--- config.mk ---
export PLATFORM = sky130hd
export DESIGN_NAME = sram_port_arbiter
export DESIGN_NICKNAME = d
export VERILOG_FILES = /design/src/rtl/sram_port_arbiter.sv
export SDC_FILE = /design/constraint.sdc
export NUM_CORES = 1
export LEC_CHECK = 0
export ABC_AREA = 1
export BUFFER_PORTS_ARGS = -buffer_cell sky130_fd_sc_hd__buf_2
export CORE_AREA = 4 4 91 93
export CTS_BUF_LIST = sky130_fd_sc_hd__clkbuf_4
export DETAILED_ROUTE_END_ITERATION = 8
export DIE_AREA = 0 0 95 97
export PLACE_DENSITY = 0.87
export SLEW_MARGIN = 10
export SYNTH_ARGS = -nofsm -noshare
export SYNTH_HDL_FRONTEND = slang
export SYNTH_SLANG_ARGS = --single-unit
--- constraint.sdc ---
create_clock -name core_clk -period 2.3 [get_ports core_clk]
set_input_delay 0.23 -clock core_clk [delete_from_list [all_inputs] [get_ports core_clk]]
set_output_delay 0.23 -clock core_clk [all_outputs]
set_load 0.02 [all_outputs]
--- src/rtl/sram_port_arbiter.sv ---
// Shares the single-port management SRAM between the CPU port (read/write, priority)
// and the read-only housekeeping port, with a bounded-wait counter for housekeeping.
module sram_port_arbiter #(
  parameter int AW           = 8,
  parameter int DW           = 32,
  parameter int STARVE_LIMIT = 4
) (
  input  logic            core_clk,
  input  logic            core_rstn,
  input  logic            cpu_ena,
  input  logic [DW/8-1:0] cpu_wen,
  input  logic [AW-1:0]   cpu_addr,
  input  logic [DW-1:0]   cpu_wdata,
  output logic [DW-1:0]   cpu_rdata,
  output logic            cpu_ready,
  input  logic            ro_req,
  input  logic [AW-1:0]   ro_addr,
  output logic [DW-1:0]   ro_data,
  output logic            ro_ack,
  output logic            ram_en,
  output logic [DW/8-1:0] ram_we,
  output logic [AW-1:0]   ram_addr,
  output logic [DW-1:0]   ram_di,
  input  logic [DW-1:0]   ram_do
);

  localparam int            CW    = $clog2(STARVE_LIMIT + 1);
  localparam logic [CW-1:0] LIMIT = CW'(STARVE_LIMIT);

  typedef enum logic [2:0] {
    IDLE,
    ISSUE_CPU,
    RESP_CPU,
    ISSUE_HK,
    RESP_HK,
    DONE_HK
  } state_t;

  state_t        state;
  logic [CW-1:0] wait_cnt;
  logic          arb_point;
  logic          hk_busy;
  logic          hk_elig;
  logic          grant_hk;
  logic          grant_cpu;

  // ro_req is still held during the ack cycle, so it is masked in DONE_HK.
  always_comb begin
    arb_point = (state == IDLE) || (state == RESP_CPU) || (state == DONE_HK);
    hk_busy   = (state == ISSUE_HK) || (state == RESP_HK) || (state == DONE_HK);
    hk_elig   = ro_req && (state != DONE_HK);
    grant_hk  = arb_point && hk_elig && ((wait_cnt >= LIMIT) || !cpu_ena);
    grant_cpu = arb_point && !grant_hk && cpu_ena;
  end

  assign cpu_rdata = ram_do;

  always_ff @(posedge core_clk or negedge core_rstn) begin
    if (!core_rstn) begin
      state     <= IDLE;
      wait_cnt  <= '0;
      ram_en    <= 1'b0;
      ram_we    <= '0;
      ram_addr  <= '0;
      ram_di    <= '0;
      cpu_ready <= 1'b0;
      ro_ack    <= 1'b0;
      ro_data   <= '0;
    end else begin
      cpu_ready <= 1'b0;
      ro_ack    <= 1'b0;
      ram_en    <= 1'b0;

      if (grant_hk) begin
        wait_cnt <= '0;
      end else if (ro_req && !hk_busy && (wait_cnt < LIMIT)) begin
        wait_cnt <= wait_cnt + 1'b1;
      end

      case (state)
        ISSUE_CPU: begin
          state     <= RESP_CPU;
          cpu_ready <= 1'b1;
        end
        ISSUE_HK: begin
          state <= RESP_HK;
        end
        RESP_HK: begin
          state   <= DONE_HK;
          ro_data <= ram_do;
          ro_ack  <= 1'b1;
        end
        default: begin
          if (grant_hk) begin
            state    <= ISSUE_HK;
            ram_en   <= 1'b1;
            ram_we   <= '0;
            ram_addr <= ro_addr;
          end else if (grant_cpu) begin
            state    <= ISSUE_CPU;
            ram_en   <= 1'b1;
            ram_we   <= cpu_wen;
            ram_addr <= cpu_addr;
            ram_di   <= cpu_wdata;
          end else begin
            state <= IDLE;
          end
        end
      endcase
    end
  end

endmodule

* Word level (Yosys, flattened, before mapping) *
Cells that the tools add are included.

storage, ports and cells
  register bits = 85
  bits of input ports = 88
  output and inout bits = 111
  word-level logic and storage cells = 55

operators by class
  add/subtract/negate cells = 1
  order comparisons = 2
  eq/ne operators = 6
  mux-type cells = 14
  bitwise gates (word level) = 2
  reduce and logical (&&, ||, !) cells = 21

operator list
  kind                                                                    number
  8-bit 2-to-1 mux                                                        2
  3-bit case mux with 3 select lines                                      1
  4-bit 2-to-1 mux                                                        2
  1-bit logical AND                                                       7
  3-bit by 2-bit equality test with 1-bit output (second input constant)  2
  3-bit equality test (second input constant)                             2
  1-bit 2-to-1 mux                                                        6
  3-bit 2-to-1 mux                                                        2
  1-bit logical OR                                                        5
  2-bit nonzero test                                                      2
  3-bit by 1-bit adder with 3-bit output (second input constant)          1
  3-bit by 1-bit equality test with 1-bit output (second input constant)  1
  3-bit greater-or-equal comparator (second input constant)               1
  1-bit zero test                                                         3
  3-bit zero test                                                         1
  3-bit < comparator (second input constant)                              1
  3-bit inequality test (second input constant)                           1
  3-bit AND reduction                                                     1
  3-bit OR reduction                                                      1
  2-bit 2-to-1 mux                                                        1
  1-bit inverter                                                          2
  2-bit AND reduction                                                     1

* Depth between registers and ports, before layout *
  depth after elaboration = 11
  gate-level depth with buffers = 9
  mapped depth without buffers = 8

* Worst setup path before layout *
No wires, ideal clock.

  path type = register to register
  from = reg state[2]
  to = reg ram_addr[6]
  setup time = 0.117 ns
  data arrival time = 1.118 ns
  path slack = 1.065 ns
  stages on the path, launching flop included = 9
  buffers on the path = 2
  period minus slack after synthesis = 1.235 ns
  path through = dfrtp_1 > nor2_1 > nand3_1 > buf_4 > buf_6 > nand2_1 > nand2_1 > nand2_1 > nand2_1

between the ends
  cells in the longest elaborated chain, start to end = 10

RTL lines
  element                                                                            line  RTL
  start, declared                                                                    39    state_t state;
  start signal, assigned                                                             60    state <= IDLE;
  start signal, assigned                                                             82    state <= RESP_CPU;
  start signal, assigned                                                             86    state <= RESP_HK;
  3-bit by 2-bit equality test with 1-bit output or 3-bit zero test (tied branches)  49    arb_point = (state == IDLE) || (state == RESP_CPU) || (state == DONE_HK);
  1-bit logical OR (2 in series)                                                     49
  1-bit logical AND (2 in series)                                                    52    grant_hk = arb_point && hk_elig && ((wait_cnt >= LIMIT) || !cpu_ena);
  1-bit zero test                                                                    53    grant_cpu = arb_point && !grant_hk && cpu_ena;
  1-bit logical AND (2 in series)                                                    53
  2-bit nonzero test (no line)                                                       -
  2-bit AND reduction (no line)                                                      -
  end signal, assigned                                                               98    ram_addr <= ro_addr;
  end signal, assigned                                                               103   ram_addr <= cpu_addr;
  end, declared                                                                      22    output logic [AW-1:0] ram_addr,

Several ways; a longest one is shown, not always the timed one.
A chain may end at the register's enable or synchronous reset.

* Worst setup path after layout *
  from = reg state[2]
  to = reg ram_addr[3]

The elaborated chain is that of the path after synthesis.

==> results.toml <==
[critical_path]
end_kind = "flip-flop"
cpPeakStageDelay_ns = 0.48
crit_buf_inv = 0
crit_top_cell = "nand2_1"
r2r_cells = 6
critPathTopFamily = "simple AND/OR/NAND/NOR gates"
r2r_end = "ram_addr[3]"
path_cells = "nand3_2, o21ai_2, nand2_1, nand2_2, nand2_1, nand2_1"
crit_path_start = "state[2]"
crit_fanout = 14
crit_path_start_kind = "flip-flop"
regToRegSetupSlack_ns = 0.76
required_ns = 2.62
cp.arrival_ns = 1.86
cpMaxStageDelayCell = "dfrtp_1"
worstSetupPathType = "reg -> reg"
r2r_start = "state[2]"

[pwr]
powerDensity_mw_per_mm2 = 1310
leakagePower_uw = 0.00290
finalPower_uw = 6330
vdd_ir_drop_max_mv = 0.760

[layout]
fill_cells = 651
antenna_cells = 0
drive_gt1_frac = 0.376
syn2layout_area_growth_pct = 31.1
nNetsFinal = 693
final_area_mm2 = 0.00482

[clock_tree]
cts_inserted_buffers = 9
cts_resized = 0
clock_path_buffers = 2
htree_levels = 3
postCtsSetupBuffers = 0
path_clk_slew_ns = 0.12
cts_root_buf = "clkbuf_4"
cts_tree = "yes"
clkSinkCount = 85
clock_latency_ns = 0.41

[logic_synthesis]
syn_area_mm2 = 0.00368
ys_top_cells_by_area = "dfrtp_1 (58%), nand2_1 (18%), buf_4 (6.9%)"
synth_seq_cells = 85
synth_compound_area_frac = 0.0602
synth_simple_gate_area_frac = 0.220
muxShareOfSynthArea = 0
avgSynthCellArea_um2 = 8.76
synth_top_area_cell = "dfrtp_1"
synthCells = 420
yosys.area_share.adder = 0.00340
yosysTopAreaCellShare = 0.578
ys_warn_count = 0
seq_area_frac_synth = 0.578
synth-xor-area-share = 0
synth_top_family_by_area = "simple AND/OR/NAND/NOR gates"
syn_nets = 509
synth.distinct_cells = 19

[floorplanning]
rows = 32
fp.dieH_um = 97
pin_count = 199
initial_core_util = 0.489
die_w_um = 95
coreArea_mm2 = 0.00753
die_area_mm2 = 0.00922

[timing]
setup-violations-final = 0
whs_ns = 0.0289
max_slew_margin = 0.670
fin_ws_ns = 0.757
finalSetupTns_ns = 0
rsz0062_at_grt = "false"
fmax_ghz = 0.648
worst_pin_slew_ns = 0.495
hold_violations = 0
fin_skew_ns = 0.0115
period_share = 0.671
slew_viol_final = 0
fin_crit_ns = 1.54

[placement]
placed_area_mm2 = 0.00451
gp_congestion = 0.784
pre_cts_slack_ns = 0.791
hpwl_mm = 6.73
io_buffers = 198

[detailed_routing]
via_per_inst = 4.63
routed_wirelength_mm = 9.07
drt_iter0_markers = 112
ant_nets = 0
firstDrtPassIters = 4
vias = 3285
wl_per_cell_um = 12.8
drc = 0

[global_routing]
grt_pass1_vias = 3133
grt_max_degree = 69
grt_util_met3 = 0.0622
grt.total_usage = 0.194
antenna_found_initial = 1
use_met1 = 0.214
overflow = 0
grt_busiest_layer = "met2"
grt_pass1_wl_mm = 14.1
use_met2 = 0.344

[run]
drv_cap = 0

[hold_path]
min_from = "ram_do[4]"
holdPathStages = 3
hold_class = "in -> reg"
min_to = "ro_data[4]"

[status]
status = "finished, final reports clean"
-- worst max path at each step --
stage                  endpoint  cells after the start
floorplan           ram_addr[6]                      8
global placement    ram_addr[0]                      6
detailed placement  ram_addr[3]                      6
CTS                 ram_addr[3]                      6
global route        ram_addr[3]                      6
finish              ram_addr[3]                      6
-- layer usage --
metal  up-vias  routed length, µm
met4         2                148
met2       125               4900
met1      1529               3290
met5         -                 18
met3        15                709
li1       1614                  -
-- placed cells by master, fill, tap and decap left out, drive strengths merged --
cell type    synthesis  routed
inv                 42      42
ha                   1       1
dlygate4sd3          0      19
dfrtp               85      85
clkbuf               2      11
nor2                 4       4
nand4                2       2
bufinv               0       1
nand3               19      19
buf                 47     203
a21oi                1       1
o21ai               38      38
clkinv               0       2
nand2              179     179
-- cells in the mapped netlist, drive strengths merged --
| cell type | number |
|---|---|
| dfrtp | 85 |
| nand4 | 2 |
| nand3 | 19 |
| o21ai | 38 |
| nor2 | 4 |
| clkbuf | 2 |
| nand2 | 179 |
| inv | 42 |
| buf | 47 |
| a21oi | 1 |
| ha | 1 |
-- flip-flops by register name (all words and copies together), names as in the netlist --
register   flops
state          3
ram_en         1
ram_di        32
ram_we         4
cpu_ready      1
ro_data       32
ro_ack         1
ram_addr       8
wait_cnt       3
-- report_power, final --
group	internal, µW	leakage [µW]	total, µW	switching [µW]
combinational	995	0.00178	2960	1960
clock	341	0.0000702	790	449
sequential	2190	0.00106	2590	395
-- per-stage QoR --
stage,std cells,util
finish,709,0.641
global route,709,0.641
CTS,692,0.618
detailed placement,676,0.599
global placement,676,0.599
floorplan,420,-
-- worst reg2reg max path: cells and delay by family (launching register included) --
family | cells | cell delay (ns)
simple gates | 5 | 0.90
compound gates | 1 | 0.07
flops | 1 | 0.48
-- cells by family (layout without fill, tap and decap cells) --
logic type / Yosys count / after routing
simple gates: 204 / 204
fa+ha+maj: 1 / 1
flops: 85 / 85
buf+inv: 91 / 278
compound gates: 39 / 39
-- layout make-up --
cell class	instances	area, µm²	share of cell area
inverter	42	158	0.0327
sequential	85	2130	0.441
timing repair buffer	222	1250	0.258
clock inverter	3	38.8	0.00804
clock buffer	11	82.6	0.0171
multi-input combinational	244	1040	0.216
tap	102	128	0.0265
-- what timing repair did --
item                                    CTS  global route
hold buffers                              2            17
endpoints found under the setup margin    0             0
endpoints found under the hold margin    40            17
No activity file was read; power rests on OpenSTA's default activity.
